### config.mk
export PLATFORM = sky130hd
export DESIGN_NAME = irq_arbiter_flat
export DESIGN_NICKNAME = d
export VERILOG_FILES = /design/src/rtl/irq_arb_pkg.sv /design/src/rtl/irq_arbiter_if.sv /design/src/rtl/irq_arbiter_rr_picker.sv /design/src/rtl/irq_arbiter.sv /design/src/flat_wrapper.sv
export SDC_FILE = /design/constraint.sdc
export NUM_CORES = 1
export LEC_CHECK = 0
export ABC_AREA = 1
export CORE_MARGIN = 4
export CORE_UTILIZATION = 46
export DETAILED_ROUTE_END_ITERATION = 6
export PLACE_DENSITY = 0.89
export SLEW_MARGIN = 20
export SYNTH_ARGS = -nofsm -noshare
export SYNTH_HDL_FRONTEND = slang
export SYNTH_SLANG_ARGS = --single-unit
### constraint.sdc
create_clock -name clk_i -period 3.6 [get_ports clk_i]
set_clock_uncertainty 0.15 [all_clocks]
set_input_delay 0.72 -clock clk_i [delete_from_list [all_inputs] [get_ports clk_i]]
set_output_delay 0.72 -clock clk_i [all_outputs]
set_load 0.01 [all_outputs]
### src/rtl/irq_arb_pkg.sv
// irq_arb_pkg: shared state encoding, config register map and cause base for the interrupt arbiter
package irq_arb_pkg;
  typedef enum logic [1:0] {IDLE, REQ, SERVICE} state_e;
  localparam logic [1:0] CFG_ENABLE   = 2'd0;
  localparam logic [1:0] CFG_EDGE_SEL = 2'd1;
  localparam logic [1:0] CFG_PENDING  = 2'd2;
  localparam logic [1:0] CFG_CLAIM    = 2'd3;
  localparam logic [31:0] IRQ_CAUSE_BASE = 32'h1000_0010;
endpackage

### src/rtl/irq_arbiter_if.sv
// irq_arbiter_if: controller handshake and config bus between the arbiter (slave) and core side (master)
interface irq_arbiter_if #(
  parameter int N_SRC = 16,
  parameter int ID_W  = $clog2(N_SRC)
);
  logic            irq_ack_i;
  logic            irq_done_i;
  logic            irq_req_o;
  logic [ID_W-1:0] irq_id_o;
  logic [31:0]     irq_cause_o;
  logic            cfg_we_i;
  logic [1:0]      cfg_addr_i;
  logic [31:0]     cfg_wdata_i;
  logic [31:0]     cfg_rdata_o;
  modport slave (
    input  irq_ack_i, irq_done_i, cfg_we_i, cfg_addr_i, cfg_wdata_i,
    output irq_req_o, irq_id_o, irq_cause_o, cfg_rdata_o
  );
  modport master (
    output irq_ack_i, irq_done_i, cfg_we_i, cfg_addr_i, cfg_wdata_i,
    input  irq_req_o, irq_id_o, irq_cause_o, cfg_rdata_o
  );
endinterface

### src/rtl/irq_arbiter_rr_picker.sv
// rr_picker: round-robin pick of the first request above the last grant, via rotate/encode/unrotate
module rr_picker #(
  parameter int N = 16,
  parameter int W = $clog2(N)
) (
  input  logic [N-1:0] req,
  input  logic [W-1:0] last,
  output logic         found,
  output logic [W-1:0] gnt
);
  logic [W-1:0] start, off;
  logic [N-1:0] rot;
  logic [W:0]   sum;
  always_comb begin
    start = last == W'(N-1) ? '0 : last + W'(1);
    rot = N'({req, req} >> start);
    off = '0;
    for (int i = N-1; i >= 0; i--) off = rot[i] ? W'(i) : off;
    sum = {1'b0, off} + {1'b0, start};
    gnt = sum >= (W+1)'(N) ? W'(sum - (W+1)'(N)) : sum[W-1:0];
  end
  assign found = |req;
endmodule

### src/rtl/irq_arbiter.sv
// irq_arbiter: latches interrupt lines into pending bits and serves one enabled source at a time, round-robin
module irq_arbiter
  import irq_arb_pkg::*;
#(
  parameter int N_SRC = 16,
  parameter int ID_W  = $clog2(N_SRC)
) (
  input  logic             clk_i,
  input  logic             rst_i,
  input  logic [N_SRC-1:0] irq_src_i,
  irq_arbiter_if.slave     bus
);
  state_e           state;
  logic [N_SRC-1:0] en_q, esel_q, pend_q, src_q;
  logic [N_SRC-1:0] id_oh, set_v, clr_v, pend_n;
  logic [ID_W-1:0]  id_q, last_q, pick_id;
  logic             found, ack;
  logic [31:0]      claim;
  logic             unused_wdata;
  rr_picker #(.N(N_SRC), .W(ID_W)) u_pick (
    .req  (pend_q & en_q),
    .last (last_q),
    .found(found),
    .gnt  (pick_id)
  );
  always_comb begin
    id_oh = N_SRC'(1) << id_q;
    ack = state == REQ && bus.irq_ack_i;
    set_v = ((esel_q & irq_src_i & ~src_q) | (~esel_q & irq_src_i))
          & ~(state != IDLE ? id_oh : {N_SRC{1'b0}});
    clr_v = (bus.cfg_we_i && bus.cfg_addr_i == CFG_PENDING ? bus.cfg_wdata_i[N_SRC-1:0] : {N_SRC{1'b0}})
          | (ack ? id_oh : {N_SRC{1'b0}});
    pend_n = (pend_q & ~clr_v) | set_v;
    claim = {state == SERVICE, 31'(id_q)};
  end
  always_ff @(posedge clk_i) begin
    if (!rst_i) begin
      state <= IDLE;
      en_q <= '0;
      esel_q <= '0;
      pend_q <= '0;
      src_q <= '0;
      id_q <= '0;
      last_q <= ID_W'(N_SRC-1);
      bus.cfg_rdata_o <= '0;
    end else begin
      src_q <= irq_src_i;
      pend_q <= pend_n;
      if (bus.cfg_we_i && bus.cfg_addr_i == CFG_ENABLE) en_q <= bus.cfg_wdata_i[N_SRC-1:0];
      if (bus.cfg_we_i && bus.cfg_addr_i == CFG_EDGE_SEL) esel_q <= bus.cfg_wdata_i[N_SRC-1:0];
      bus.cfg_rdata_o <= bus.cfg_addr_i == CFG_ENABLE   ? 32'(en_q)
                       : bus.cfg_addr_i == CFG_EDGE_SEL ? 32'(esel_q)
                       : bus.cfg_addr_i == CFG_PENDING  ? 32'(pend_q)
                       : claim;
      case (state)
        IDLE: if (found) begin
          id_q <= pick_id;
          state <= REQ;
        end
        REQ: if (ack) state <= SERVICE;
             else if (!(pend_q[id_q] && en_q[id_q])) state <= IDLE;
        SERVICE: if (bus.irq_done_i) begin
          last_q <= id_q;
          state <= IDLE;
        end
        default: state <= IDLE;
      endcase
    end
  end
  assign bus.irq_req_o = state == REQ;
  assign bus.irq_id_o = id_q;
  assign bus.irq_cause_o = IRQ_CAUSE_BASE + 32'(id_q);
  assign unused_wdata = ^bus.cfg_wdata_i[31:N_SRC];
endmodule
### src/flat_wrapper.sv
// flat-port wrapper written by rule: the top's interface ports become plain ports
module irq_arbiter_flat import irq_arb_pkg::*;
#(
  parameter int N_SRC = 16,
  parameter int ID_W  = $clog2(N_SRC)
)
  (clk_i, rst_i, irq_src_i, bus_irq_ack_i, bus_irq_done_i, bus_cfg_we_i, bus_cfg_addr_i, bus_cfg_wdata_i, bus_irq_req_o, bus_irq_id_o, bus_irq_cause_o, bus_cfg_rdata_o);
  irq_arbiter_if #(.N_SRC(N_SRC), .ID_W(ID_W)) bus_i ();
  input  logic clk_i;
  input  logic rst_i;
  input  logic [N_SRC-1:0] irq_src_i;
  input wire logic [$bits(bus_i.irq_ack_i)-1:0] bus_irq_ack_i;
  input wire logic [$bits(bus_i.irq_done_i)-1:0] bus_irq_done_i;
  input wire logic [$bits(bus_i.cfg_we_i)-1:0] bus_cfg_we_i;
  input wire logic [$bits(bus_i.cfg_addr_i)-1:0] bus_cfg_addr_i;
  input wire logic [$bits(bus_i.cfg_wdata_i)-1:0] bus_cfg_wdata_i;
  output wire logic [$bits(bus_i.irq_req_o)-1:0] bus_irq_req_o;
  output wire logic [$bits(bus_i.irq_id_o)-1:0] bus_irq_id_o;
  output wire logic [$bits(bus_i.irq_cause_o)-1:0] bus_irq_cause_o;
  output wire logic [$bits(bus_i.cfg_rdata_o)-1:0] bus_cfg_rdata_o;
  assign bus_i.irq_ack_i = bus_irq_ack_i;
  assign bus_i.irq_done_i = bus_irq_done_i;
  assign bus_i.cfg_we_i = bus_cfg_we_i;
  assign bus_i.cfg_addr_i = bus_cfg_addr_i;
  assign bus_i.cfg_wdata_i = bus_cfg_wdata_i;
  assign bus_irq_req_o = bus_i.irq_req_o;
  assign bus_irq_id_o = bus_i.irq_id_o;
  assign bus_irq_cause_o = bus_i.irq_cause_o;
  assign bus_cfg_rdata_o = bus_i.cfg_rdata_o;
  irq_arbiter #(.N_SRC(N_SRC), .ID_W(ID_W)) u_core (.clk_i(clk_i), .rst_i(rst_i), .irq_src_i(irq_src_i), .bus(bus_i));
endmodule
======== After elaboration in Yosys (flattened, before gate mapping) ========
Cells that the tools add are included.
word-level totals
  bits in registers ....................... 106
  bits in latches ......................... 0
  bits in writable memories ............... 0
  memory bits (read-only) ................. 0
  word-level logic and storage cells ...... 87
  memories ................................ 0
cells by class
  add/sub/neg operators ................... 4
  multipliers ............................. 0
  divide/modulo/power cells ............... 0
  magnitude comparators ................... 2
  eq/ne operators ......................... 8
  shifts and indexed selects .............. 2
  mux-type cells .......................... 33
  bitwise gates (word level) .............. 14
  reductions and logical operators ........ 14
operators with widths
  cell                     number
  $and A16 B16 Y16         6
  $mux W16                 6
  $mux W4                  18
  $not A16 Y16             4
  $or A16 B16 Y16          3
  $shr A32 B4 Y16          1
  $add A29 B4 Y30 const A  1
  $reduce_or A16 Y1        1
  $shl A1 B4 Y16 const A   1
  $bmux W1 S4              2
  $mux W2                  4
  $pmux W2 S3              1
  $add A4 B4 Y5            1
  $ge A5 B5 Y1 const B     1
  $logic_and A1 B1 Y1      5
  $lt A4 B5 Y1 const B     1
  $add A4 B1 Y4 const B    1
  $eq A2 B1 Y1 const B     2
  $eq A2 B2 Y1 const B     2
  $eq A4 B4 Y1 const B     1
  $logic_not A2 Y1         2
  $reduce_and A2 Y1        2
  $reduce_or A4 Y1         1
  $sub A4 B1 Y4 const B    1
  8 further kinds          9

======== Depth between registers and ports, before layout ========
  depth after elaboration ................. 22
  mapped depth ............................ 30

======== Hierarchy ========
From an unflattened synthesis, not the netlist that was laid out.
second synthesis, totals
  cell total of the unflattened synthesis .. 896
  area total of the unflattened synthesis .. 5803.1 µm²
by module, submodules not included
  module       times used  cells each  area each (µm²)
  irq_arbiter  1           670         4605.7
  rr_picker    1           226         1197.4

======== Worst setup path before layout ========
Ideal clock, no wire load.
  path kind ............................... register to register
  start point ............................. register u_core.last_q[0]
  end point ............................... register u_core.id_q[3] (netlist: u_core.bus.irq_id_o[3])
  setup time .............................. 0.124 ns
  data arrival time ....................... 3.194 ns
  path slack .............................. 0.131 ns
  stages on the path, launching flop included .. 19
  buffers on the path ..................... 2
  cell sequence ........................... dfxtp_1 ha_1 clkbuf_1 buf_4 o21ai_0 or2_1 o21ai_1 nand2_1 o21ai_1 nand2_1 o21ai_0 nand2_1 a21boi_0 ha_1 a21o_1 a21oi_1 xor2_1 xor2_1 a21oi_1
between the ends
  word-level cells in the longest chain between the ends .. 22
  elaborated cells on any way between the ends .. 24
  those cells by class .................... 3 x add/sub; 1 x order compare; 1 x eq/ne; 1 x shift; 18 x mux
ends and longest elaborated chain
  element                                        line                         text
  start, declared                                irq_arbiter.sv:16            logic [ID_W-1:0] id_q, last_q, pick_id;
  start signal, assigned                         irq_arbiter.sv:44            last_q <= ID_W'(N_SRC-1);
  start signal, assigned                         irq_arbiter.sv:63            last_q <= id_q;
  $add A4 B1 Y4 or $eq A4 B4 Y1 (tied branches)  irq_arbiter_rr_picker.sv:15  start = last == W'(N-1) ? '0 : last + W'(1);
  $mux W4 *                                      irq_arbiter_rr_picker.sv:15
  $shr A32 B4 Y16                                irq_arbiter_rr_picker.sv:16  rot = N'({req, req} >> start);
  $mux W4 (16 in series)                         irq_arbiter_rr_picker.sv:18  for (int i = N-1; i >= 0; i--) off = rot[i] ? W'(i) : off;
  $add A4 B4 Y5 *                                irq_arbiter_rr_picker.sv:19  sum = {1'b0, off} + {1'b0, start};
  $sub A4 B1 Y4 or $ge A5 B5 Y1 (tied branches)  irq_arbiter_rr_picker.sv:20  gnt = sum >= (W+1)'(N) ? W'(sum - (W+1)'(N)) : sum[W-1:0];
  $mux W4 *                                      irq_arbiter_rr_picker.sv:20
  end signal, assigned                           irq_arbiter.sv:57            id_q <= pick_id;
  end, declared                                  irq_arbiter.sv:16
Mark *: on every way between the ends. The rest lies on a longest branch, timed or not.
A chain may end at the register's enable or synchronous reset.

======== Worst setup path after layout ========
Same ends and word-level chain as after synthesis.

==> reports/summary.txt <==
Rows = 39
# nets final = 981
Register area share after synthesis = 32.75%
Async set-or-reset flop fraction in the synthesized netlist = 0%
Main synth FF type = dfxtp_1
Kind of start point of the critical path = flop
Core region area = 11610 sq um
Reg2reg setup slack = 0.13 ns
TritonCTS buffer count = 9
Largest buffer count on any clock path = 2
Total Routed Length = 16600 microns
Pre-antenna DRT Iters = 6
Status = complete, no violations
Mapped Area = 5563 sq um
Htree depth = 3
Post-synth EDFFs = 0
Final-report hold violation count = 0
Min-delay worst type = flop to flop
Met2 track demand over resource = 36.65%
Via count = 6078
Placed cell area = 6205 sq um
CP max stage delay = 0.38 ns
Routability Congestion = 0.9416
Drc violations = 0
Worst slew margin = 43.45%
Setup TNS = 0 ns
Power Dens Cells = 458.4 nW/um^2
Max cap viols = 0
Avg Vias per Cell = 5.686
Largest net degree at the start of global routing = 69
DIE WIDTH = 118.0 microns
Met3 global-route usage = 4.565%
Initial antenna violation count = 0
CP endpoint kind = flop
CP required = 3.67 ns
Crit path kind = flop to flop
Final Max Tran Viols = 0
Peak VDD IR = 0.3374 mV
Compound-Gate Fraction of Synth Area = 16.49%
CP arrival = 3.54 ns
Syn_area_per_cell = 6.483 sq um
RSZ-0062 raised after global routing = true
Initial Utilization = 47.90%
Leakage = 3.156 nW
Synth top area cells = dfxtp_1, nand2_1, nand3_1, inv_1, buf_4
Total GRT Usage = 21.91%
Routed wire per std cell = 15.53 microns
Simple-gate share of the synthesized area = 31.44%
XOR/XNOR Fraction of Synth Area = 0.4723%
Register bit count reported by yosys = 91
Ant diodes = 0
Maximum clock rate = 288.2 MHz
# hold bufs at CTS = 0
Commonest non-fill, non-tap cell in the layout = nand2_1
Critical-path maximum fanout = 8
Setup violations, final = 0
Total power = 3.097 mW
Hold WS = 0.3221 ns
Clk sinks = 91
Adder-cell share of the synthesized area = 1.260%
Dpl hpwl = 11330 microns
CP max stage cell = dfxtp_4
First-pass GRT wire length = 25590 microns
Share of the synthesized area in the top cell type = 32.75%
Area Overhead vs Synth = 21.44%
CTS Root Cell = clkbuf_16
Largest area contributor in the netlist = dfxtp_1
Post-route ant nets = 0
Chip height = 118.0 microns
Die area = 13920 sq um
Top Ports = 124
Global route hottest layer = met2
Synth Instances = 858
Period utilization = 96.38%
Clk_lat worst skew = 0.35 ns
Post-synth cell types = 43
Vias in the first global route = 5394
Cell mode on critical path = nand2_1
Met1 usage = 26.67%
Fin crit period = 3.470 ns
Commonest non-fill, non-tap cells in the layout = nand2_1, inv_1, dfxtp_1
Placement Setup Slack = -0.09236 ns
Port Buffer Count = 64
Proportion of synthesized area in mux cells = 0%
Aggregate global routing overflow = 0
TritonCTS clock tree = yes
Iter 0 DRT Violations = 729
Final setup margin = 0.1305 ns
Share of cells above drive strength 1 = 10.80%
Finished Cell Area = 6755 sq um
Slew @ Worst Pin = 0.8473 ns
Largest family of logic cells by synthesized area = simple AND/OR/NAND/NOR gates
Yosys Warn Count = 0
Clk slew on worst S/H paths = 0.07 ns
[state kept, by name, summed over array words and instances (netlist names)]
name / count
u_core.bus.irq_id_o: 4
u_core.esel_q: 16
u_core.state: 2
u_core.en_q: 16
u_core.bus.cfg_rdata_o: 17
u_core.last_q: 4
u_core.pend_q: 16
u_core.src_q: 16
[Yosys cell counts (all sizes together), types with 5 or more instances]
cell type  count
clkinv         6
o221ai         7
inv          107
dfxtp         91
nand3         98
o22ai         13
clkbuf        27
nor2          42
o211ai         5
a22oi          5
nor3           6
nand4         27
buf           61
o21ai         71
nand2        208
a21oi         51
[per-layer routing]
| metal | routed length [microns] | share of wire, % |
|---|---|---|
| met1 | 6168 | 37 |
| met5 | 0 | 0 |
| met4 | 724 | 4.4 |
| met2 | 7978 | 48 |
| met3 | 1732 | 10 |
[report_power, final]
part,switching [mW],internal (mW)
Clock,0.412,0.487
Combinational,0.672,0.398
Sequential,0.0496,1.08
[cells by family (layout without fill, tap and decap cells)]
family,Yosys count,count (layout)
AO/OA/AOI/OAI,163,163
XOR/XNOR,3,3
adder cells (fa/ha/maj),5,5
buffers and inverters,201,228
flip-flops,91,91
other,2,43
AND/OR/NAND/NOR,393,393
[critical path, delay by kind of cell (launching register included)]
kind                       cells  cell delay (ns)
AOI/OAI and AO/OA              4             0.44
xor gates and xnor gates       2             0.36
adders and majority gates      2             0.35
buffers and inverters          1             0.12
DFF                            1             0.38
and+or+nand+nor               20             1.54
[timing repair]
action	4_1_cts	5_1_grt
resized for setup	5	52
endpoints found under the setup margin	3	3
gates cloned	0	1
setup buffers	0	8
pin swaps	0	28
[layout make-up]
type | count | area [sq um]
fillers | 1000 | 4858
well taps | 143 | 178.9
multi-input cells | 607 | 3090
inverters | 113 | 427.9
clock buffers | 10 | 239.0
clock inverters | 6 | 40.04
repair buffers | 99 | 952.2
flip-flops and latches | 91 | 1827
[through the flow]
step / cells / utilization (%)
4_1_cts: 1060 / 55.93
2_1_floorplan: 899 / -
3_5_place_dp: 1044 / 53.43
6_report: 1069 / 58.17
3_3_place_gp: 1044 / 53.43
5_1_grt: 1069 / 58.17
[final timing paths]
kind                          start                      to  cells past startpoint
hold / removal    u_core.esel_q[13]       u_core.esel_q[13]                      2
hold reg to reg   u_core.esel_q[13]       u_core.esel_q[13]                      2
setup / recovery   u_core.last_q[0]  u_core.bus.irq_id_o[3]                     29
setup reg to reg   u_core.last_q[0]  u_core.bus.irq_id_o[3]                     29
Note: power is estimated with default switching activity, not from simulation.
